## config.mk

```make
export PLATFORM = sky130hd
export DESIGN_NAME = alu_arbiter
export DESIGN_NICKNAME = d
export VERILOG_FILES = /design/src/rtl/alu_arbiter.sv
export SDC_FILE = /design/constraint.sdc
export NUM_CORES = 1
export LEC_CHECK = 0
export BUFFER_PORTS_ARGS = -buffer_cell sky130_fd_sc_hd__buf_2
export CAP_MARGIN = 20
export CORE_AREA = 2 2 122 124
export CTS_BUF_LIST = sky130_fd_sc_hd__clkbuf_2 sky130_fd_sc_hd__clkbuf_4 sky130_fd_sc_hd__clkbuf_8
export CTS_CLUSTER_SIZE = 10
export DETAILED_ROUTE_END_ITERATION = 16
export DIE_AREA = 0 0 124 126
export HOLD_SLACK_MARGIN = 0.08
export MAX_ROUTING_LAYER = met4
export PLACE_DENSITY = 0.76
export SLEW_MARGIN = 20
export SYNTH_ARGS = -nofsm -noshare
export SYNTH_HDL_FRONTEND = slang
export SYNTH_SLANG_ARGS = --single-unit
export TNS_END_PERCENT = 100
```

## constraint.sdc

```tcl
create_clock -name clk -period 2.8 [get_ports clk]
set_input_delay 0 -clock clk [delete_from_list [all_inputs] [get_ports clk]]
set_output_delay 0 -clock clk [all_outputs]
set_load 0.02 [all_outputs]
```

## src/rtl/alu_arbiter.sv

```systemverilog
//==============================================================================
// alu_arbiter: two-requester front end sharing one combinational ALU.
// Define ALU_ARB_ROUND_ROBIN_EN for round-robin grant (else fixed priority to 0).
// Revision: 1.0
//==============================================================================
`default_nettype none

module alu_arbiter #(
  parameter int WIDTH = 32
) (
  input  logic             clk,
  input  logic             reset,
  input  logic             req0_valid,
  input  logic             req1_valid,
  output logic             req0_ready,
  output logic             req1_ready,
  input  logic [WIDTH-1:0] req0_srca,
  input  logic [WIDTH-1:0] req0_srcb,
  input  logic [WIDTH-1:0] req1_srca,
  input  logic [WIDTH-1:0] req1_srcb,
  input  logic [2:0]       req0_op,
  input  logic [2:0]       req1_op,
  output logic             rsp0_valid,
  output logic             rsp1_valid,
  input  logic             rsp0_ready,
  input  logic             rsp1_ready,
  output logic [WIDTH-1:0] rsp0_result,
  output logic [WIDTH-1:0] rsp1_result,
  output logic             rsp0_zero,
  output logic             rsp1_zero,
  output logic [WIDTH-1:0] alu_srca,
  output logic [WIDTH-1:0] alu_srcb,
  output logic [2:0]       alu_alucontrol,
  input  logic [WIDTH-1:0] alu_aluout,
  input  logic             alu_zero
);

  localparam logic [1:0] IDLE = 2'd0;
  localparam logic [1:0] EXEC = 2'd1;
  localparam logic [1:0] RESP = 2'd2;

  logic [1:0]       r_state;
  logic [WIDTH-1:0] r_srca;
  logic [WIDTH-1:0] r_srcb;
  logic [2:0]       r_op;
  logic [WIDTH-1:0] r_result;
  logic             r_zero;
  logic             r_gid;

  logic             w_grant;
  logic             w_any_req;
  logic             w_idle;
  logic             w_accept;
  logic             w_rsp_take;

  assign w_any_req = req0_valid | req1_valid;
  assign w_idle    = (r_state == IDLE) & ~reset;

`ifdef ALU_ARB_ROUND_ROBIN_EN
  logic r_last;

  // On contention, hand the grant to whichever id did not win last time.
  always_comb begin
    if (req0_valid && req1_valid) w_grant = ~r_last;
    else                          w_grant = ~req0_valid;
  end

  always_ff @(posedge clk or posedge reset) begin
    if (reset)         r_last <= 1'b1;
    else if (w_accept) r_last <= w_grant;
  end
`else
  assign w_grant = ~req0_valid;
`endif

  assign req0_ready = w_idle & w_any_req & ~w_grant;
  assign req1_ready = w_idle & w_any_req &  w_grant;
  assign w_accept   = (req0_valid & req0_ready) | (req1_valid & req1_ready);
  assign w_rsp_take = r_gid ? rsp1_ready : rsp0_ready;

  always_ff @(posedge clk or posedge reset) begin
    if (reset) begin
      r_state  <= IDLE;
      r_srca   <= '0;
      r_srcb   <= '0;
      r_op     <= 3'd0;
      r_result <= '0;
      r_zero   <= 1'b0;
      r_gid    <= 1'b0;
    end else begin
      case (r_state)
        IDLE: begin
          if (w_accept) begin
            r_srca  <= w_grant ? req1_srca : req0_srca;
            r_srcb  <= w_grant ? req1_srcb : req0_srcb;
            r_op    <= w_grant ? req1_op   : req0_op;
            r_gid   <= w_grant;
            r_state <= EXEC;
          end
        end
        EXEC: begin
          r_result <= alu_aluout;
          r_zero   <= alu_zero;
          r_state  <= RESP;
        end
        RESP: begin
          if (w_rsp_take) r_state <= IDLE;
        end
        default: r_state <= IDLE;
      endcase
    end
  end

  assign alu_srca       = r_srca;
  assign alu_srcb       = r_srcb;
  assign alu_alucontrol = r_op;

  // Both responders share one result register; only the valid qualifies it.
  assign rsp0_valid  = ~reset & (r_state == RESP) & ~r_gid;
  assign rsp1_valid  = ~reset & (r_state == RESP) &  r_gid;
  assign rsp0_result = r_result;
  assign rsp1_result = r_result;
  assign rsp0_zero   = r_zero;
  assign rsp1_zero   = r_zero;

endmodule

`default_nettype wire

```

==> results of run 1 <==
-- through the flow --
step                hold WS, ps  cell area (µm²)
global placement            175             6420
floorplan                  86.3             4960
detailed placement          194             6420
-- kinds of logic after synthesis --
group	after synthesis	share of synthesized area, %
AND/OR/NAND/NOR	9	1.49
multiplexers	169	38.8
buffers and inverters	54	7.82
flip-flops	103	51.9
-- synthesized netlist by cell type, drive strengths merged --
library cell  count
dfrtp           103
nor2b             1
nand2             1
nor4b             2
mux2i             2
mux2            167
or2b              1
buf              45
nor2              1
nand3b            1
and2              1
inv               2
clkbuf            7
nor4              1
==> qor.txt, run 1 <==
run status = did not finish
Exit stage = 4_1_cts
Run Error = [ERROR RSZ-0060] Max buffer count reached.
pre-CTS WS = 903 ps
top cell type by total area after synthesis = dfrtp_1
mapped cell area = 4960 µm²
total CTS buffers = 9
syn nets = 508
clk root buf = clkbuf_8
Yosys top cell area share = 51.9%
Area contributors post-synth = dfrtp_1 (52%), mux2_2 (37%), buf_4 (5.1%)
clk sinks = 103
register area share after synthesis = 51.9%
placed cells = 782
Yosys warnings = 0
Starting Density = 34.7%
I/O pins = 310
H-tree Lvls = 3
hold buffer count at cts = 160
Syn Inst Count = 335
Cell Rows = 44
Mapped Avg Cell Area = 14.8 µm²
FF+latch count, synth = 103
overall die height = 126 µm
cts repair resizes = 0
maximum clock insertion buffer count = 2
I/O Buffers = 309
Die W = 124 µm
Yosys cell types = 17
Post-CTS Setup Repair Bufs = 0
HPWL after DPL = 8.92 mm
Final GP Congestion = 0.795
==> run 2: changes to the inputs <==
--- a/config.mk
+++ b/config.mk
@@ -8,13 +8,9 @@
 export BUFFER_PORTS_ARGS = -buffer_cell sky130_fd_sc_hd__buf_2
 export CAP_MARGIN = 20
 export CORE_AREA = 2 2 122 124
-export CTS_BUF_LIST = sky130_fd_sc_hd__clkbuf_2 sky130_fd_sc_hd__clkbuf_4 sky130_fd_sc_hd__clkbuf_8
-export CTS_CLUSTER_SIZE = 10
 export DETAILED_ROUTE_END_ITERATION = 16
 export DIE_AREA = 0 0 124 126
-export HOLD_SLACK_MARGIN = 0.08
-export MAX_ROUTING_LAYER = met4
-export PLACE_DENSITY = 0.76
+export PLACE_DENSITY_LB_ADDON = 0.15
 export SLEW_MARGIN = 20
 export SYNTH_ARGS = -nofsm -noshare
 export SYNTH_HDL_FRONTEND = slang
==> constraint.sdc (replaced) <==
create_clock -name clk -period 3.6 [get_ports clk]
set_input_delay 0 -clock clk [delete_from_list [all_inputs] [get_ports clk]]
set_output_delay 0 -clock clk [all_outputs]
set_load 0.02 [all_outputs]
==> qor.txt, run 2 <==
DP Area = 6410 µm²
crit-path cells = buf_2 > buf_4 > mux2_2 > dlygate4sd3_1 > mux2_2
top cell type by total area after synthesis = dfrtp_1
worst reg-to-reg setup slack = 1830 ps
Worst-Skew Late Latency = 350 ps
nets = 849
Total Routing Usage GR = 15.8%
run status = completed
Slew Limit Headroom = 51.8%
EDFF count, synth = 0
overall die height = 126 µm
Net Sw Power = 2.45 mW
setup TNS = 0 ps
Starting Density = 34.7%
# fillers = 1276
clk root buf = clkbuf_16
Primary FF master, synth = dfrtp_1
antenna viol nets, final = 0
hold buffer count at cts = 67
HPWL after DPL = 9.09 mm
Syn Inst Count = 335
Logic pwr share = 49.2%
Yosys cell types = 17
worst path bufs/invs = 3
Slew @ Worst Pin = 723 ps
clk_skew = 6.65 ps
die area = 15600 µm²
leakage power = 3.59 nW
power density cells = 817 nW/µm²
delay-heaviest family, CP = buffers and inverters
maximum vdd drop = 0.519 mV
most used cell, CP = mux2_2
Clock transition at path regs = 70 ps
GR Util met2 = 28.6%
P&R area growth vs syn = 48.9%
clk sinks = 103
Area contributors post-synth = dfrtp_1 (52%), mux2_2 (37%), buf_4 (5.1%)
DRT iter0 DRCs = 95
core area = 14300 µm²
gr busiest metal = met2
cts repair resizes = 0
Yosys warnings = 0
vias in the first global route = 3985
pre-CTS WS = 1560 ps
crit end category = flip-flop
met1 Use GR = 16.6%
clock power share = 16.3%
worst reg2reg endpoint = alu_srca[9]
commonest non-fill, non-tap cells in the layout = buf_2 (309), mux2_2 (161), dfrtp_1 (103), dlygate4sd3_1 (67), clkbuf_16 (9)
Die W = 124 µm
register area share after synthesis = 51.9%
Fin. Hold Viols = 0
Power Internal = 3.59 mW
Async S/R FF share, synth = 100%
commonest cells in the netlist = mux2_2 (161), dfrtp_1 (103), buf_4 (34), buf_6 (7), clkbuf_1 (7)
Crit. Startpoint = req0_valid
total routed wirelength = 12.4 mm
Sequential Power Share = 34.5%
startpoint types = input port
Mapped Avg Cell Area = 14.8 µm²
gr ovfl total = 0
vias = 3858
final worst slack = 1500 ps
Final GP Congestion = 0.738
Yosys top cell area share = 51.9%
fmax = 477 MHz
fraction of layout cells with a size suffix above 1 = 73.4%
total CTS buffers = 9
critical path's largest stage delay = 560 ps
Hold Path Class = in2reg
DR vias/cell = 4.45
CTS tree = yes
met3 Resource Use GR = 4.17%
final worst-path cycle share = 58.2%
RSZ-0062 raised after global routing = no
Post-CTS Setup Repair Bufs = 0
Worst Reg2Reg Path Length in Cells = 3
maximum clock insertion buffer count = 2
Cell Rows = 44
multi-input logic area = 2000 µm²
most common cell after layout, fill and taps aside = buf_2
Tmin final = 2100 ps
critical path arrival = 2330 ps
maximum capacitance violations = 0
Final Max Slew Viols = 0
register area = 2580 µm²
CP max stage cell = buf_2
final setup fails = 0
initial antenna violation count = 2
DRC violations left = 0
I/O pins = 310
FF+latch count, synth = 103
syn nets = 508
DRT Pass-1 Iters = 4
Critical Path End = alu_srca[16]
WP depth = 5
H-tree Lvls = 3
Critical Path RT = 3830 ps
most frequent cell after synthesis = mux2_2
Net Sw Frac = 40.6%
design area = 7390 µm²
routed len/inst = 14.3 µm
fin util = 51.6%
Max Fanout on Critical Path = 41
first-pass GRT wire length = 19.0 mm
mapped cell area = 4960 µm²
Reg-to-Reg Start = r_state[0]
I/O Buffers = 309
kind of critical path = in2reg
largest net degree at the start of global routing = 45
-- run 2: cell counts after synthesis --
No cell type changed its count.
-- run 2: metrics by stage --
stage	hold slack, ps	std cells	power [mW]
final	13.9	867	6.04
after global routing	4.62	867	6.40
after CTS	0.252	865	6.13
after detailed placement	145	782	5.05
after global placement	135	782	5.02
after floorplan	86.3	335	4.26
-- run 2: worst min-delay path, stage by stage --
cell and delay, ps:
buf_2 70, mux2_2 130, mux2_2 130
-- run 2: worst min-delay path by stage --
stage                  start         endpoint  depth (start not counted)
6_report        req1_srcb[7]      alu_srcb[7]                          3
5_1_grt        req0_srcb[11]     alu_srcb[11]                          3
4_1_cts        req1_srca[31]     alu_srca[31]                          3
3_5_place_dp           reset  rsp0_result[18]                          2
3_3_place_gp           reset      alu_srcb[3]                          2
2_1_floorplan          reset       rsp0_valid                          1
-- run 2: cells by family after synthesis --
family,synth area share [%]
simple gates,1.49
flops,51.9
mux,38.8
buf+inv,7.82
-- run 2: layout make-up --
class / count / share of cell area (%)
clock buffers: 10 / 3.23
inverters: 2 / 0.135
clock inverters: 6 / 0.914
flip-flops and latches: 103 / 34.9
well taps: 184 / 3.12
repair buffers: 382 / 30.6
multi-input cells: 178 / 27.0
diodes: 2 / 0.0677
-- run 2: power groups by stage --
stage	Sequential, mW	Combinational [mW]	Clock, mW
detailed placement	2.11	2.94	0
finish	2.08	2.97	0.987
global placement	2.10	2.92	0
CTS	2.09	3.01	1.03
global route	2.17	3.15	1.08
floorplan	2.81	1.44	0
-- run 2: layer usage --
layer	routed length [µm]	part of all wire [%]
met5	0	0
met4	412	3.3
met3	867	7.0
met2	6620	53
met1	4480	36
(Power assumes the default switching activity.)
